==> src/rtl/reset_sequencer.sv <==
// Core reset sequencer: board reset plus debounced pushbutton drive a registered core reset and ready flag.
// Optional build macro RESET_SEQ_COUNT_EN adds an 8-bit saturating count of button-triggered resets.
module reset_sequencer #(
   parameter int unsigned HOLD_CYCLES     = 16,
   parameter int unsigned DEBOUNCE_CYCLES = 1000
) (
   input  logic       clk,
   input  logic       rst,
   input  logic       inButton,
   output logic       outRst,
   output logic       outReady
`ifdef RESET_SEQ_COUNT_EN
   ,
   output logic [7:0] outRstCount
`endif
);

   localparam int          SYNC_STAGES = 2;
   localparam logic [31:0] HOLD_LAST   = 32'(HOLD_CYCLES - 1);
   localparam logic [31:0] DEB_LAST    = 32'(DEBOUNCE_CYCLES - 1);

   typedef enum logic [1:0] {
      HOLD         = 2'd0,
      RUN          = 2'd1,
      DEBOUNCE     = 2'd2,
      WAIT_RELEASE = 2'd3
   } state_t;

   state_t      state_reg, state_next;
   logic [31:0] hold_cnt_reg, hold_cnt_next;
   logic [31:0] deb_cnt_reg, deb_cnt_next;
   logic        out_rst_reg, out_rst_next;
   logic        out_ready_reg, out_ready_next;
   logic        sync_reg [SYNC_STAGES];
   logic        btn_s;

   // Metastability chain for the asynchronous button; each stage is cleared by rst.
   genvar gi;
   generate
      for (gi = 0; gi < SYNC_STAGES; gi++) begin : g_sync
         logic sync_d;
         if (gi == 0) begin : g_first
            assign sync_d = inButton;
         end else begin : g_chain
            assign sync_d = sync_reg[gi-1];
         end
         always_ff @(posedge clk) begin
            if (rst) sync_reg[gi] <= 1'b0;
            else     sync_reg[gi] <= sync_d;
         end
      end
   endgenerate

   assign btn_s = sync_reg[SYNC_STAGES-1];

   always_ff @(posedge clk) begin
      if (rst) begin
         state_reg     <= HOLD;
         hold_cnt_reg  <= '0;
         deb_cnt_reg   <= '0;
         out_rst_reg   <= 1'b1;
         out_ready_reg <= 1'b0;
      end else begin
         state_reg     <= state_next;
         hold_cnt_reg  <= hold_cnt_next;
         deb_cnt_reg   <= deb_cnt_next;
         out_rst_reg   <= out_rst_next;
         out_ready_reg <= out_ready_next;
      end
   end

   always_comb begin
      state_next     = state_reg;
      hold_cnt_next  = hold_cnt_reg;
      deb_cnt_next   = deb_cnt_reg;
      out_rst_next   = out_rst_reg;
      out_ready_next = out_ready_reg;
      case (state_reg)
         HOLD: begin
            out_rst_next   = 1'b1;
            out_ready_next = 1'b0;
            if (hold_cnt_reg == HOLD_LAST) begin
               state_next   = RUN;
               out_rst_next = 1'b0;
            end else begin
               hold_cnt_next = hold_cnt_reg + 32'd1;
            end
         end
         RUN: begin
            // Ready trails the reset release by one edge so the core sees a clean cycle first.
            out_rst_next   = 1'b0;
            out_ready_next = 1'b1;
            deb_cnt_next   = '0;
            if (btn_s) state_next = DEBOUNCE;
         end
         DEBOUNCE: begin
            if (!btn_s) begin
               state_next   = RUN;
               deb_cnt_next = '0;
            end else if (deb_cnt_reg == DEB_LAST) begin
               state_next     = WAIT_RELEASE;
               deb_cnt_next   = '0;
               out_rst_next   = 1'b1;
               out_ready_next = 1'b0;
            end else begin
               deb_cnt_next = deb_cnt_reg + 32'd1;
            end
         end
         WAIT_RELEASE: begin
            out_rst_next   = 1'b1;
            out_ready_next = 1'b0;
            if (!btn_s) begin
               state_next    = HOLD;
               hold_cnt_next = '0;
            end
         end
      endcase
   end

   assign outRst   = out_rst_reg;
   assign outReady = out_ready_reg;

`ifdef RESET_SEQ_COUNT_EN
   logic       press_accept;
   logic [7:0] rst_count_reg;

   assign press_accept = (state_reg == DEBOUNCE) && btn_s && (deb_cnt_reg == DEB_LAST);

   // Survives button resets; only the board reset clears it.
   always_ff @(posedge clk) begin
      if (rst)
         rst_count_reg <= 8'd0;
      else if (press_accept && (rst_count_reg != 8'hFF))
         rst_count_reg <= rst_count_reg + 8'd1;
   end

   assign outRstCount = rst_count_reg;
`endif

endmodule
==> config.mk <==
export PLATFORM = sky130hd
export DESIGN_NAME = reset_sequencer
export DESIGN_NICKNAME = d
export VERILOG_FILES = /design/src/rtl/reset_sequencer.sv
export SDC_FILE = /design/constraint.sdc
export NUM_CORES = 1
export LEC_CHECK = 0
export CAP_MARGIN = 25
export CORE_ASPECT_RATIO = 1.4
export CORE_UTILIZATION = 25
export CTS_BUF_LIST = sky130_fd_sc_hd__clkbuf_8 sky130_fd_sc_hd__clkbuf_16
export CTS_CLUSTER_DIAMETER = 100
export DETAILED_ROUTE_END_ITERATION = 10
export SYNTH_ARGS = -nofsm -noshare
export SYNTH_HDL_FRONTEND = slang
export SYNTH_SLANG_ARGS = --single-unit
==> constraint.sdc <==
create_clock -name clk -period 4.5 [get_ports clk]
set_input_delay 0.675 -clock clk [delete_from_list [all_inputs] [get_ports clk]]
set_output_delay 0.675 -clock clk [all_outputs]
set_load 0.005 [all_outputs]
==> results of run 1 <==
-- cells in the mapped netlist (all sizes together) --
library cell,n,share of area
dfxtp,70,0.40
nor2,69,0.073
xnor2,30,0.074
nand4,28,0.051
nand3,25,0.037
xor2,22,0.054
nand2,21,0.022
nor4,19,0.038
inv,14,0.015
nor3,12,0.017
and3,10,0.018
buf,9,0.019
ha,8,0.028
and4,7,0.017
a21oi,6,0.0085
nand2b,5,0.0095
o21ai,5,0.010
mux2i,4,0.011
nor2b,4,0.0071
o2111ai,4,0.0099
o31ai,4,0.0099
clkbuf,3,0.0035
o41ai,3,0.0095
a22oi,2,0.0042
and2,2,0.0035
nor4b,2,0.0049
o31a,2,0.0049
or2,2,0.0035
or3,2,0.0035
or4,2,0.0053
a2111oi,1,0.0078
a211o,1,0.0025
a211oi,1,0.0021
a21o,1,0.0021
a311o,1,0.0028
a31o,1,0.0025
a41o,1,0.0028
nor3b,1,0.0021
nor4bb,1,0.0028
o22ai,1,0.0018
o311ai,1,0.0025
-- critical path: stages (launching register included) --
cell	delay [ns]
dfxtp_1	0.38
inv_1	0.13
ha_1	0.46
and4_1	0.40
nand4_2	0.32
nor4_1	0.42
xnor2_1	0.17
nor2_1	0.05
-- cells by family (layout without fill, tap and decap cells) --
logic type / count (synthesis) / after routing / share of synthesized area
AOI/OAI and AO/OA: 35 / 35 / 0.0840
xor gates and xnor gates: 52 / 52 / 0.129
adders and majority gates: 8 / 8 / 0.0282
buffers and inverters: 26 / 34 / 0.0371
DFF: 70 / 70 / 0.395
muxes: 4 / 4 / 0.0113
and+or+nand+nor: 212 / 212 / 0.315
-- per-stage QoR --
stage / hold WS [ns] / total power [W] / cells / area, um2
2_1_floorplan: 0.414 / 0.000800 / 407 / 3540
3_3_place_gp: 0.424 / 0.000830 / 584 / 3740
3_5_place_dp: 0.422 / 0.000837 / 584 / 3740
4_1_cts: 0.438 / 0.00153 / 599 / 4020
5_1_grt: 0.449 / 0.00158 / 600 / 4050
6_report: 0.438 / 0.00152 / 600 / 4050
-- final timing paths --
| kind | to | slack, ns | cells after the start |
|---|---|---|---|
| worst min-delay path | sync_reg[1] | 0.44 | 1 |
| worst min register to register | sync_reg[1] | 0.44 | 1 |
| worst max-delay path | deb_cnt_reg[30] | 2.04 | 7 |
| worst max register to register | deb_cnt_reg[30] | 2.04 | 7 |
-- power groups by stage --
| stage | clock [W] | combinational [W] | sequential [W] |
|---|---|---|---|
| after global placement | 0 | 0.000154 | 0.000675 |
| after detailed placement | 0 | 0.000160 | 0.000677 |
| after CTS | 0.000700 | 0.000162 | 0.000664 |
| after global routing | 0.000723 | 0.000191 | 0.000668 |
| final | 0.000684 | 0.000174 | 0.000664 |
| after floorplan | 0 | 0.000128 | 0.000672 |
-- area by class of cell --
| class | count | area (um2) | area share |
|---|---|---|---|
| Clock inverter | 5 | 45.0 | 0.0111 |
| Clock buffer | 10 | 239 | 0.0590 |
| Inverter | 14 | 52.6 | 0.0130 |
| Timing Repair Buffer | 5 | 67.6 | 0.0167 |
| Tap cell | 185 | 231 | 0.0572 |
| Sequential cell | 70 | 1400 | 0.346 |
| Multi-Input combinational cell | 311 | 2010 | 0.497 |
-- metal layers --
layer  share of wire  up-vias  GRT usage
met1            0.45     1393      0.130
met2            0.50       34      0.192
met3           0.028       15     0.0318
li1                -     1465          -
met4           0.023        0     0.0571
met5               0        -          0
==> summary.txt, run 1 <==
Status = complete, no violations
HPWL after detailed placement = 5290 um
Clock power frac = 0.450
Sw Ratio = 0.252
Reg-to-Reg Start = state_reg[0]
HP Class = flip-flop to flip-flop
Avg Cell Area, Syn = 8.71 um2
Nets@finish = 422
Register area share after synthesis = 0.395
Rows = 51
CTS Buf Count = 9
Worst EP required = 4.72 ns
Remaining DRCs = 0
Clock transition at path regs = 0.06 ns
Worst path arrival time = 2.68 ns
DR iter-0 viols = 110
Slew at the pin with the worst max-slew slack = 0.868 ns
Peak VDD IR = 0.000221 V
CTS Buffer Depth = 2
GRT Util Overall = 0.114
Initial antenna violation count = 0
Setup Buffers After CTS = 0
Crit path time final = 2.46 ns
Internal = 0.00114 W
Port bufs = 4
Unrepaired setup endpoints after global routing = no
Syn nets = 418
Crit path max fanout = 10
Switching power = 0.000383 W
Critical path class = flip-flop to flip-flop
Ratio of cells with drive above 1 in the final layout = 0.0578
Maxcap violations = 0
Root buffer cell = clkbuf_16
DR vias = 2907
Max_slew headroom = 0.416
I/O pins = 5
CTS hold repair buffers = 0
Leak = 1.32 nW
CTS resizes = 0
Setup WS pre-CTS = 1.86 ns
Routed Antenna Nets = 0
Starting Density = 0.256
Max Clock Skew = 0.00573 ns
Yosys cell types = 53
Area growth syn-to-layout = 14.2%
Mapped Area = 0.00354 mm2
GRT overflow = 0
Final setup margin = 2.04 ns
Pin count of the biggest net entering global routing = 33
CTS tree = yes
TNS Setup = 0 ns
Final period util = 0.546
Wirelength, routed = 7680 um
Most frequent cells in the layout = dfxtp_1 (70), nor2_1 (69), xnor2_1 (30)
Combinational Power Share = 0.114
Power per cell area = 376 mW/mm2
Synth Register Bits = 70
Skew-Pair Late Insertion Delay = 0.33 ns
Router iterations before antenna repair = 4
Core region area = 0.0138 mm2
CP endpoint kind = flip-flop
Yosys warns = 0
Final number of setup-violating endpoints = 0
Critical path origin = state_reg[0]
WL per Instance = 12.8 um
Hold wc startpoint = sync_reg[0]
Register share of total power = 0.436
Vias/cell = 4.85
Maximum clock rate = 407 MHz
Final Hold Vio Count = 0
Die ar. = 0.0147 mm2
Vias in the first global route = 2862
Ant diodes = 0
Die Span X = 103 um
CTS H-Tree Depth = 3
Placer congestion estimate = 0.767
Max Slew Vio Count = 0
Startpoint types = flip-flop
Clk sink count = 70
Die Y = 143 um
Post-synthesis cell count = 407
Most common cell after layout, fill and taps aside = dfxtp_1
First-pass GRT wire length = 13100 um
Layout Utilization = 0.292
Fillers = 1475
(Power assumes the default switching activity.)
==> run 2, diff against run 1 <==
==> constraint.sdc (replaced) <==
create_clock -name clk -period 2.15 [get_ports clk]
set_input_delay 0.3225 -clock clk [delete_from_list [all_inputs] [get_ports clk]]
set_output_delay 0.3225 -clock clk [all_outputs]
set_load 0.005 [all_outputs]
==> summary.txt, run 2 (synthesized netlist as in run 1, its figures left out) <==
I/O pins = 5
CTS hold repair buffers = 0
Crit path cell chain = ha_2 > nand3_2 > or4_4 > nor4_4 > buf_6 > o21ai_4 > nor2_1
Rows = 51
GRT Util Overall = 0.119
Sw Ratio = 0.255
Met3 Track Usage GR = 0.0323
Final number of setup-violating endpoints = 0
Clock transition at path regs = 0.06 ns
Most frequent cells in the layout = dfxtp_1 (70), nor2_1 (67), xnor2_1 (30)
Area growth syn-to-layout = 21.5%
Final Hold Vio Count = 0
CP bufs+invs = 1
Critical path class = flip-flop to flip-flop
Die ar. = 0.0147 mm2
Root buffer cell = clkbuf_16
CTS H-Tree Depth = 3
Worst EP required = 2.42 ns
Starting Density = 0.256
Pin count of the biggest net entering global routing = 33
Gr busiest metal = met2
Max_slew headroom = 0.675
Remaining DRCs = 0
Slew at the pin with the worst max-slew slack = 0.485 ns
GRT overflow = 0
Final period util = 0.962
Vias in the first global route = 2987
Power, Total = 0.00341 W
CP endpoint kind = flip-flop
Leak = 1.42 nW
CTS tree = yes
Initial antenna violation count = 0
Die Y = 143 um
Switching power = 0.000871 W
Max Clock Skew = 0.00611 ns
Nets@finish = 444
Internal = 0.00254 W
First-pass GRT wire length = 13600 um
Post-route cell area = 0.00431 mm2
Port bufs = 4
Router iterations before antenna repair = 4
Maximum clock rate = 484 MHz
DP Cell Count = 605
Reg-to-reg slack, setup = 0.08 ns
DR iter-0 viols = 92
Wirelength, routed = 8110 um
Startpoint types = flip-flop
Crit path max fanout = 13
Clk sink count = 70
Unrepaired setup endpoints after global routing = yes
Combinational Power Share = 0.129
Max Slew Vio Count = 0
HPWL after detailed placement = 5670 um
Worst path arrival time = 2.34 ns
Largest delay contributor family on the critical path = simple AND/OR/NAND/NOR gates
Die Span X = 103 um
Most common cell after layout, fill and taps aside = dfxtp_1
CTS Buffer Depth = 2
WL per Instance = 13.0 um
Core region area = 0.0138 mm2
M1 GR Usage = 0.128
Non-Filler Instances = 623
Power per cell area = 792 mW/mm2
CP peak stage delay = 0.49 ns
Ant diodes = 0
Skew-Pair Late Insertion Delay = 0.34 ns
Crit path time final = 2.07 ns
Placer congestion estimate = 0.812
Status = complete, no violations
Ratio of cells with drive above 1 in the final layout = 0.139
HP Class = flip-flop to flip-flop
Register share of total power = 0.404
Peak VDD IR = 0.000514 V
CTS Buf Count = 9
Clock power frac = 0.468
Routed Antenna Nets = 0
Maxcap violations = 0
CP max stage cell = or4_4
Post-DP Area = 0.00391 mm2
Vias/cell = 4.83
DR vias = 3012
Hold Slack = 0.435 ns
Grt met2 use = 0.215
## run 2: path summary, 6_finish.rpt
path              cells past startpoint             from          endpoint
setup / recovery                      7  hold_cnt_reg[1]  hold_cnt_reg[27]
hold / removal                        1      sync_reg[0]       sync_reg[1]
setup reg to reg                      7  hold_cnt_reg[1]  hold_cnt_reg[27]
hold reg to reg                       1      sync_reg[0]       sync_reg[1]
## run 2: cell type report
| cell class | instances | area (um2) |
|---|---|---|
| clock buffer | 9 | 225 |
| clock inverter | 7 | 98.8 |
| fill | 1487 | 9540 |
| inverter | 14 | 52.6 |
| multi-input combinational | 312 | 2080 |
| sequential | 70 | 1400 |
| tap | 185 | 231 |
| timing repair buffer | 26 | 221 |
## run 2: repair_timing
item | CTS | global route
buffers inserted | 0 | 1
setup endpoints to repair | 0 | 62
gates resized for setup | 0 | 13
## run 2: power by group through the flow
stage	clock (W)	sequential (W)	combinational, W
after global placement	0	0.00140	0.000402
after global routing	0.00169	0.00138	0.000487
final	0.00160	0.00138	0.000438
after detailed placement	0	0.00141	0.000409
after CTS	0.00163	0.00138	0.000416
after floorplan	0	0.00141	0.000268
## run 2: routing by layer
metal	vias up	wire length [um]	share of wire
met4	0	146	0.018
met2	35	4290	0.53
li1	1511	-	-
met1	1453	3470	0.43
met3	13	203	0.025
met5	-	0	0
## run 2: through the flow
step | setup TNS [ns] | util | setup slack (ns)
floorplan | 0 | - | 0.0867
global placement | 0 | 0.282 | 0.117
detailed placement | 0 | 0.282 | 0.0197
CTS | 0 | 0.306 | 0.0160
global route | -0.131 | 0.311 | -0.0425
finish | 0 | 0.311 | 0.0828
